[src/rtl/param_pkg.sv]
// Shared types and constants for the L1 MSHR snoop path.
// Latency: n/a (declarations only).
// Backpressure: n/a.
`timescale 1ns/1ps
package param_pkg;

  localparam int DCACHE_TAG_WIDTH   = 6;
  localparam int DCACHE_INDEX_WIDTH = 4;

  // Transient states of an outstanding miss; IS_I marks a pending shared
  // fill whose line was invalidated by a snoop before the data arrived.
  typedef enum logic [1:0] {
    IS   = 2'd0,
    IM   = 2'd1,
    SM   = 2'd2,
    IS_I = 2'd3
  } transient_state_t;

  // Snoop type encoding on ac_snoop_i
  localparam logic SNP_SHARED = 1'b0;
  localparam logic SNP_INV    = 1'b1;

  // Snoop response codes on cr_resp_o
  localparam logic [1:0] CR_MISS  = 2'b00;
  localparam logic [1:0] CR_ACK   = 2'b01;
  localparam logic [1:0] CR_RETRY = 2'b10;

  // MSHR write-pointer select: entry captured by the last snoop lookup
  localparam logic [1:0] WR_PTR_PREV_SNOOP = 2'b10;

  // Controller sequencing states
  typedef enum logic [1:0] {
    ST_IDLE   = 2'd0,
    ST_LOOKUP = 2'd1,
    ST_UPDATE = 2'd2,
    ST_RESP   = 2'd3
  } ctrl_state_t;

endpackage

[src/rtl/snoop_decide.sv]
// Maps (hit, transient state, snoop type) to MSHR update and snoop response.
// Latency: purely combinational.
// Backpressure: none; caller samples the result when it needs it.
`timescale 1ns/1ps
module snoop_decide
  import param_pkg::*;
(
  input  logic             hit,
  input  transient_state_t state,
  input  logic             snoop,
  output logic             write_en,
  output transient_state_t new_state,
  output logic [1:0]       resp
);

  // Decision table; IM entries cannot give up ownership mid-miss, so they retry
  always_comb begin
    write_en  = 1'b0;
    new_state = state;
    resp      = CR_MISS;
    if (hit) begin
      case (state)
        IS: begin
          resp = CR_ACK;
          if (snoop == SNP_INV) begin
            write_en  = 1'b1;
            new_state = IS_I;
          end
        end
        SM: begin
          resp = CR_ACK;
          if (snoop == SNP_INV) begin
            write_en  = 1'b1;
            new_state = IM;
          end
        end
        IM:      resp = CR_RETRY;
        IS_I:    resp = CR_ACK;
        default: resp = CR_ACK;
      endcase
    end
  end

endmodule

[src/rtl/mshr_snoop_ctrl.sv]
// Snoop front end of the L1 MSHR: lookup, transient-state update, response.
// Latency: response 2 cycles after accept (3 when the entry is rewritten).
// Backpressure: one snoop in flight; ac_ready_o low until the response handshakes.
`timescale 1ns/1ps
module mshr_snoop_ctrl
  import param_pkg::*;
#(
  parameter int ADR_W = DCACHE_TAG_WIDTH + DCACHE_INDEX_WIDTH
) (
  input  logic             clk,
  input  logic             reset,
  input  logic             ac_valid_i,
  output logic             ac_ready_o,
  input  logic [ADR_W-1:0] ac_adr_i,
  input  logic             ac_snoop_i,
  output logic             cr_valid_o,
  input  logic             cr_ready_i,
  output logic [1:0]       cr_resp_o,
  output logic             mshr_snoop_req_o,
  output logic [ADR_W-1:0] mshr_snoop_adr_o,
  input  logic             mshr_read_hit_i,
  input  transient_state_t mshr_state_i,
  output logic             mshr_we_o,
  output logic [1:0]       mshr_wr_ptr_sel_o,
  output transient_state_t mshr_state_o,
  output logic             mshr_valid_o,
  output logic [ADR_W-1:0] mshr_adr_o,
  output logic             mshr_lock_o
);

  ctrl_state_t      state_q;
  logic             ready_q;
  logic             lock_q;
  logic             we_q;
  logic             cr_valid_q;
  logic [1:0]       resp_q;
  logic [ADR_W-1:0] adr_q;
  logic             snoop_q;
  transient_state_t wstate_q;

  logic             accept;
  logic             dec_we;
  transient_state_t dec_state;
  logic [1:0]       dec_resp;

  // Lookup is launched in the accept cycle itself so the MSHR answers in LOOKUP
  assign accept = (state_q == ST_IDLE) && ac_valid_i && !reset;

  snoop_decide u_decide (
    .hit       (mshr_read_hit_i),
    .state     (mshr_state_i),
    .snoop     (snoop_q),
    .write_en  (dec_we),
    .new_state (dec_state),
    .resp      (dec_resp)
  );

  // Sequencer: decision is captured once in LOOKUP so later MSHR reads cannot disturb it
  always_ff @(posedge clk) begin
    if (reset) begin
      state_q    <= ST_IDLE;
      ready_q    <= 1'b1;
      lock_q     <= 1'b0;
      we_q       <= 1'b0;
      cr_valid_q <= 1'b0;
      resp_q     <= CR_MISS;
      adr_q      <= '0;
      snoop_q    <= SNP_SHARED;
      wstate_q   <= IS;
    end else begin
      case (state_q)
        ST_IDLE: begin
          if (accept) begin
            adr_q   <= ac_adr_i;
            snoop_q <= ac_snoop_i;
            ready_q <= 1'b0;
            lock_q  <= 1'b1;
            state_q <= ST_LOOKUP;
          end
        end
        ST_LOOKUP: begin
          wstate_q <= dec_state;
          resp_q   <= dec_resp;
          if (dec_we) begin
            we_q    <= 1'b1;
            state_q <= ST_UPDATE;
          end else begin
            lock_q     <= 1'b0;
            cr_valid_q <= 1'b1;
            state_q    <= ST_RESP;
          end
        end
        ST_UPDATE: begin
          we_q       <= 1'b0;
          lock_q     <= 1'b0;
          cr_valid_q <= 1'b1;
          state_q    <= ST_RESP;
        end
        ST_RESP: begin
          if (cr_ready_i) begin
            cr_valid_q <= 1'b0;
            ready_q    <= 1'b1;
            state_q    <= ST_IDLE;
          end
        end
        default: state_q <= ST_IDLE;
      endcase
    end
  end

  assign ac_ready_o        = ready_q;
  assign cr_valid_o        = cr_valid_q;
  assign cr_resp_o         = resp_q;
  assign mshr_snoop_req_o  = accept;
  assign mshr_snoop_adr_o  = ac_adr_i;
  // Reset landing in UPDATE must not let the registered strobe reach the MSHR
  assign mshr_we_o         = we_q && !reset;
  assign mshr_wr_ptr_sel_o = WR_PTR_PREV_SNOOP;
  assign mshr_state_o      = wstate_q;
  assign mshr_valid_o      = 1'b1;
  assign mshr_adr_o        = adr_q;
  assign mshr_lock_o       = lock_q || accept;

endmodule

[config.mk]
export PLATFORM = sky130hd
export DESIGN_NAME = mshr_snoop_ctrl
export DESIGN_NICKNAME = d
export VERILOG_FILES = /design/src/rtl/param_pkg.sv /design/src/rtl/snoop_decide.sv /design/src/rtl/mshr_snoop_ctrl.sv
export SDC_FILE = /design/constraint.sdc
export NUM_CORES = 1
export LEC_CHECK = 0
export ABC_CLOCK_PERIOD_IN_PS = 2000
export CELL_PAD_IN_SITES_DETAIL_PLACEMENT = 2
export CELL_PAD_IN_SITES_GLOBAL_PLACEMENT = 2
export CORE_MARGIN = 5
export CORE_UTILIZATION = 23
export CTS_BUF_LIST = sky130_fd_sc_hd__clkbuf_4
export CTS_CLUSTER_SIZE = 30
export DETAILED_ROUTE_END_ITERATION = 12
export GPL_TIMING_DRIVEN = 0
export PLACE_DENSITY = 0.85
export SLEW_MARGIN = 15
export SYNTH_ARGS = -nofsm -noshare
export SYNTH_HDL_FRONTEND = slang
export SYNTH_HIERARCHICAL = 1
export SYNTH_SLANG_ARGS = --single-unit
[constraint.sdc]
create_clock -name clk -period 2 [get_ports clk]
set_input_delay 0.3 -clock clk [delete_from_list [all_inputs] [get_ports clk]]
set_output_delay 0.3 -clock clk [all_outputs]
set_load 0.01 [all_outputs]
==> results of run 1 <==
## critical path: stages
cell             delay [ns]
clkdlybuf4s50_1        0.47
buf_4                  0.20
nor2b_1                0.11
clkdlybuf4s50_1        0.54
## layout make-up
class | instances | area (sq um)
sequential | 21 | 422.9
multi-input combinational | 77 | 538.0
inverter | 15 | 56.30
fill | 548 | 2995
timing repair buffer | 47 | 461.7
tap | 67 | 83.83
clock buffer | 4 | 30.03
buffer | 18 | 135.1
## layout by cell type, fill, tap and decap left out, types with 2 or more instances in the layout
master / netlist / routed
nor2_1: 5 / 5
inv_2: 0 / 2
nand2b_1: 6 / 6
buf_4: 13 / 16
clkbuf_4: 0 / 4
dfxtp_1: 21 / 19
o21ai_0: 2 / 2
nand2_1: 4 / 4
dfxtp_2: 0 / 2
ha_1: 6 / 5
nand3_1: 4 / 4
nand3b_1: 10 / 10
conb_1: 2 / 3
mux2i_1: 4 / 4
nor2b_1: 4 / 4
inv_1: 15 / 13
o21ai_1: 10 / 10
a21oi_1: 9 / 9
clkdlybuf4s50_1: 0 / 44
## cell families after synthesis
family	after synthesis	synth area share
compound gates	26	0.1366
xor+xnor	1	0.01456
fa+ha+maj	6	0.06719
buf+inv	33	0.1568
flops	21	0.3763
mux	4	0.03584
other cells	2	0.006721
simple gates	37	0.2060
## what timing repair did
action | in CTS | in global routing
resized for setup | 13 | 5
setup endpoints to repair | 3 | 2
hold buffers | 0 | 0
setup buffers | 1 | 0
cloned | 0 | 0
## power by group
part / internal (uW) / leakage [uW] / switching [uW]
Sequential: 535 / 0.000173 / 77.8
Clock: 91.5 / 0.0000184 / 137
Combinational: 470 / 0.000552 / 429
## stage by stage
step	hold WS, ns	TNS [ns]	instance area, sq um	util
2_1_floorplan	0.4383	0	1121	-
3_3_place_gp	0.4558	-0.4919	1665	0.3526
3_5_place_dp	0.4609	-0.5822	1665	0.3526
4_1_cts	0.4819	0	1729	0.3661
5_1_grt	0.5044	0	1728	0.3658
6_report	0.4768	0	1728	0.3658
## how the worst max path moves through the flow
stage	startpoint	end	slack [ns]	cells after the start
after detailed placement	reset	mshr_snoop_req_o	-0.30	5
after global routing	state_q[1]$_SDFFE_PP0P_	mshr_snoop_req_o	0.002	6
after floorplan	state_q[0]$_SDFFE_PP0P_	mshr_snoop_req_o	0.50	5
after global placement	reset	mshr_snoop_req_o	-0.25	5
after CTS	reset	mshr_we_o	0.005	4
final	reset	mshr_we_o	0.08	4
## state kept, by name (all words and copies together) (netlist names)
| signal | count |
|---|---|
| state_q | 2 |
| we_q | 1 |
| snoop_q | 1 |
| cr_valid_o | 1 |
| ac_ready_o | 1 |
| cr_resp_o | 2 |
| mshr_state_o | 2 |
| lock_q | 1 |
| mshr_adr_o | 10 |
## per-layer routing
layer  vias up  wire [um]  GRT usage
met5         -          0          0
met1       492       1305     0.1144
li1        516          -          -
met2        19       1770     0.2095
met3         2        115    0.01467
met4         0         19    0.04639
==> summary.md, run 1 <==
## Floorplan
* vertical die dimension: 79.70 um
* total core area: 4723 sq um
* Chip Width: 79.70 um
* effective utilization at floorplan: 0.2366
* number of placement rows: 25
* top-level I/O count: 50
* die outline area: 6352 sq um

## CTS
* Root Driver: clkbuf_4
* clock transition at the registers of the reported paths: 0.13 ns
* clock tree from TritonCTS: yes
* later-pin clock latency in the skew report: 0.31 ns
* TritonCTS Sinks: 21
* H-tree lvl count: 1
* number of buffers on the longest clock path: 2
* total CTS buffers: 3

## STA
* part of the cycle the worst path needs: 0.9612
* Final setup viols: 0
* total count of hold-check failures in the final report: 0
* crit path time final: 1.922 ns
* setup repair after global routing missed its margin: false
* post-route worst setup slack: 0.07758 ns
* highest attainable clock frequency: 520.2 MHz
* Fin Clk Skew: 0.009475 ns
* Final Max Tran Viols: 0

## Synthesis
* gate count of the mapped netlist: 130
* leading register cell type out of synthesis: dfxtp_1
* Post-Syn Area: 1117 sq um
* average instance area after synthesis: 8.595 sq um
* async set-or-reset flop fraction in the synthesized netlist: 0
* leading cell type by number of instances after synthesis: dfxtp_1
* Seq/Total Area, Yosys: 0.3763
* flip-flop and latch count after synthesis: 21
* number of synthesized flops with an enable pin: 0
* list of most frequent post-synthesis cells: 21 x dfxtp_1, 15 x inv_1, 13 x buf_4
* leading area contributor after synthesis: dfxtp_1
* distinct cell type count of the synthesized netlist: 27
* total number of yosys warnings: 6
* area fraction of the dominant cell type after synthesis: 0.3763
* top post-synthesis cells by area: dfxtp_1 38%, buf_4 8.7%, ha_1 6.7%, nand3b_1 6.7%, inv_1 5.0%

## GRT
* wire length of the first global-routing pass: 5368 um
* total congestion overflow: 0
* pin count of the biggest net entering global routing: 12
* initial antenna violation count: 0
* Global Route Usage Sum: 0.1081
* number of global-route vias before repair: 1146

## Critical path
* worst reg-to-reg setup slack: 0.44 ns
* r2r worst-path depth: 6
* Worst R2R Start: state_q[1]$_SDFFE_PP0P_
* largest driver fanout on the critical path: 10
* destination of the worst register-to-register timing path: lock_q$_SDFFE_PP0P_
* critical path data required time: 1.70 ns
* Worst Setup End Kind: output pin
* Critical Path Start Type: primary input
* arrival time at the worst endpoint: 1.62 ns
* startpoint-to-endpoint class of the critical path: primary input to output pin

## Run
* number of maximum-capacitance constraint violations: 0

## Final layout
* number of standard cells in the layout, taps in and fillers out: 249
* synth-to-layout area growth: 54.65%
* layout net count: 207
* fraction of final layout cells with drive strength greater than 1: 0.1758
* diode count: 0

## Power
* Pwr Density: 1007 nW/um^2
* VDD IR-drop max: 315.2 uV
* PnR Total Power: 1741 uW
* static power due to leakage: 0.0007433 uW

## Detailed routing
* total wire length after detailed routing: 3211 um
* post-detailed-route count of antenna-violating nets: 0
* routed length per instance: 12.90 um
* Via-to-Cell Ratio: 4.133
* router iterations before antenna repair: 4
* DR DRC count: 0
* vias post-DR: 1029
* Iteration-0 DRC Markers: 32

## Place
* worst slack at placement: -0.2962 ns
* HPWL reported at the end of detailed placement: 2594 um
* number of buffer cells added on primary ports: 46
* Placer Congestion: 0.7348
* placed cells: 244

## Hold path
* hold crit path type: flop to flop
* end of the worst hold path: mshr_adr_o[9]$_SDFFE_PP0P_
* cell depth of the worst min-delay path: 2
* Min-Delay Startpoint: mshr_adr_o[9]$_SDFFE_PP0P_

## Outcome
* result of the run: complete, no violations

No activity file was read; power rests on OpenSTA's default activity.
==> run 2: changes to the inputs <==
--- a/config.mk
+++ b/config.mk
@@ -6,8 +6,10 @@
 export NUM_CORES = 1
 export LEC_CHECK = 0
 export ABC_CLOCK_PERIOD_IN_PS = 2000
+export CAP_MARGIN = 20
 export CELL_PAD_IN_SITES_DETAIL_PLACEMENT = 2
 export CELL_PAD_IN_SITES_GLOBAL_PLACEMENT = 2
+export CORE_ASPECT_RATIO = 0.7
 export CORE_MARGIN = 5
 export CORE_UTILIZATION = 23
 export CTS_BUF_LIST = sky130_fd_sc_hd__clkbuf_4
==> run 2 against run 1 <==
Compared with the run above: non-clock buffer count grew 1; final cell count shrank 3.6%; via count grew 0.29%; sequential share of layout area grew 0.13 points; clock skew grew 0.0052 ns.
==> summary.md, run 2 (same netlist as run 1, synthesis figures left out) <==
## STA
* crit path time final: 1.896 ns
* total count of hold-check failures in the final report: 0
* part of the cycle the worst path needs: 0.9478
* final-layout setup total negative slack: 0 ns
* Final Max Tran Viols: 0
* Final setup viols: 0
* Fin Clk Skew: 0.01470 ns
* setup repair after global routing missed its margin: true
* highest attainable clock frequency: 527.6 MHz

## Power
* VDD IR-drop max: 328.5 uV
* Pwr Density: 1009 nW/um^2
* Logic pwr share: 0.517
* switching component of the power: 657.7 uW
* sw frac: 0.3746
* register share of total power: 0.357
* internal power contribution: 1098 uW
* clock share of power: 0.126
* PnR Total Power: 1756 uW
* static power due to leakage: 0.0007633 uW

## Floorplan
* Chip Width: 93.31 um
* effective utilization at floorplan: 0.2362
* number of placement rows: 21
* vertical die dimension: 68.32 um
* die outline area: 6374 sq um
* top-level I/O count: 50
* total core area: 4730 sq um

## Detailed routing
* Via-to-Cell Ratio: 4.300
* post-detailed-route count of antenna-violating nets: 0
* router iterations before antenna repair: 4
* DR DRC count: 0
* vias post-DR: 1032
* Iteration-0 DRC Markers: 18
* routed length per instance: 13.46 um
* total wire length after detailed routing: 3230 um

## GRT
* number of global-route vias before repair: 1160
* total congestion overflow: 0
* initial antenna violation count: 0
* wire length of the first global-routing pass: 5437 um
* Global Route Usage Sum: 0.1090
* pin count of the biggest net entering global routing: 14

## Final layout
* synth-to-layout area growth: 55.66%
* most frequent standard cell in the layout excluding fill and tap cells: clkdlybuf4s50_1
* Filler cells: 547
* flip-flop count of the largest register after layout: 10
* fraction of final layout cells with drive strength greater than 1: 0.1749
* post-route design area: 1739 sq um
* number of standard cells in the layout, taps in and fillers out: 240
* layout net count: 208
* diode count: 0
* commonest non-fill, non-tap cells in the layout: 43 x clkdlybuf4s50_1, 19 x dfxtp_1, 16 x buf_4, 13 x inv_1

## Place
* HPWL reported at the end of detailed placement: 2575 um
* Placer Congestion: 0.7153
* Placement Cell Area: 1653 sq um
* placed cells: 234
* number of buffer cells added on primary ports: 46

## CTS
* clock transition at the registers of the reported paths: 0.14 ns
* later-pin clock latency in the skew report: 0.32 ns
* TritonCTS Sinks: 21
* total CTS buffers: 3
* H-tree lvl count: 1
* number of buffers on the longest clock path: 2
* Root Driver: clkbuf_4
* clock tree from TritonCTS: yes

## Hold path
* hold crit path type: flop to flop
* cell depth of the worst min-delay path: 2

## Critical path
* largest driver fanout on the critical path: 10
* Worst Setup End Kind: output pin
* startpoint-to-endpoint class of the critical path: flop to output pin
* standard cell with the maximum stage delay on the critical path: dfxtp_4
* critical path data required time: 1.70 ns
* Levels on crit path: 6
* Critical Path Start Type: flop
* CP peak stage delay: 0.39 ns
* combined buffer and inverter count along the critical path: 4
* r2r worst-path depth: 6
* cell chain of the critical path: inv_2, ha_4, nand3b_1, buf_6, inv_1, dlygate4sd2_1
* arrival time at the worst endpoint: 1.60 ns
* family of cells with the greatest summed delay on the critical path: buffers and inverters

## Run
* number of maximum-capacitance constraint violations: 0

## Outcome
* result of the run: complete, no violations

==> run 2: routing by layer <==
layer / GRT usage / vias to the layer above / share of wire
li1: - / 522 / -
met1: 0.1334 / 483 / 0.44
met2: 0.1843 / 25 / 0.48
met3: 0.03846 / 2 / 0.064
met4: 0.02742 / 0 / 0.011
met5: 0 / - / 0
==> run 2: metrics by stage <==
step                      hold slack (ns)  setup WS, ns  utilization
after floorplan                    0.4383        0.4958            -
after global placement             0.4587       -0.2615       0.3495
after detailed placement           0.4633       -0.2621       0.3495
after CTS                          0.4868      0.007882       0.3606
after global routing               0.5227     -0.009984       0.3677
final                              0.4774        0.1045       0.3677
==> run 2: layout make-up <==
cell class / count / area, sq um / share of cell area
Clock buffer: 3 / 22.52 / 0.01295
Inverter: 15 / 58.81 / 0.03381
Tap cell: 57 / 71.32 / 0.04101
Sequential cell: 21 / 427.9 / 0.2460
Timing Repair Buffer: 48 / 476.7 / 0.2741
Multi-Input combinational cell: 77 / 538.0 / 0.3094
Buffer: 18 / 136.4 / 0.07842
Clock inverter: 1 / 7.507 / 0.004317
==> run 2: final timing paths <==
path | startpoint | endpoint | slack, ns
max | state_q[1]$_SDFFE_PP0P_ | mshr_snoop_req_o | 0.10
min reg2reg | mshr_adr_o[9]$_SDFFE_PP0P_ | mshr_adr_o[9]$_SDFFE_PP0P_ | 0.48
min | mshr_adr_o[9]$_SDFFE_PP0P_ | mshr_adr_o[9]$_SDFFE_PP0P_ | 0.48
max reg2reg | state_q[1]$_SDFFE_PP0P_ | lock_q$_SDFFE_PP0P_ | 0.39
==> run 2: worst min-delay path: cells and delay by family (launching register included) <==
family	cells	cell delay (ns)
flops	1	0.34
simple gates	1	0.05
compound gates	1	0.05
==> run 2: repair_timing <==
| item | in CTS | in global routing |
|---|---|---|
| setup endpoints to repair | 3 | 3 |
| hold buffers | 0 | 0 |
| pin swaps | 0 | 0 |
| gates cloned | 0 | 0 |
| resized for setup | 13 | 9 |
| buffers inserted | 0 | 2 |
==> run 2: power groups by stage <==
stage / Clock, uW / Combinational (uW) / Sequential [uW]
finish: 221 / 908 / 626
global route: 251 / 1000 / 645
CTS: 236 / 886 / 616
detailed placement: 0 / 847 / 618
global placement: 0 / 825 / 613
floorplan: 0 / 449 / 639
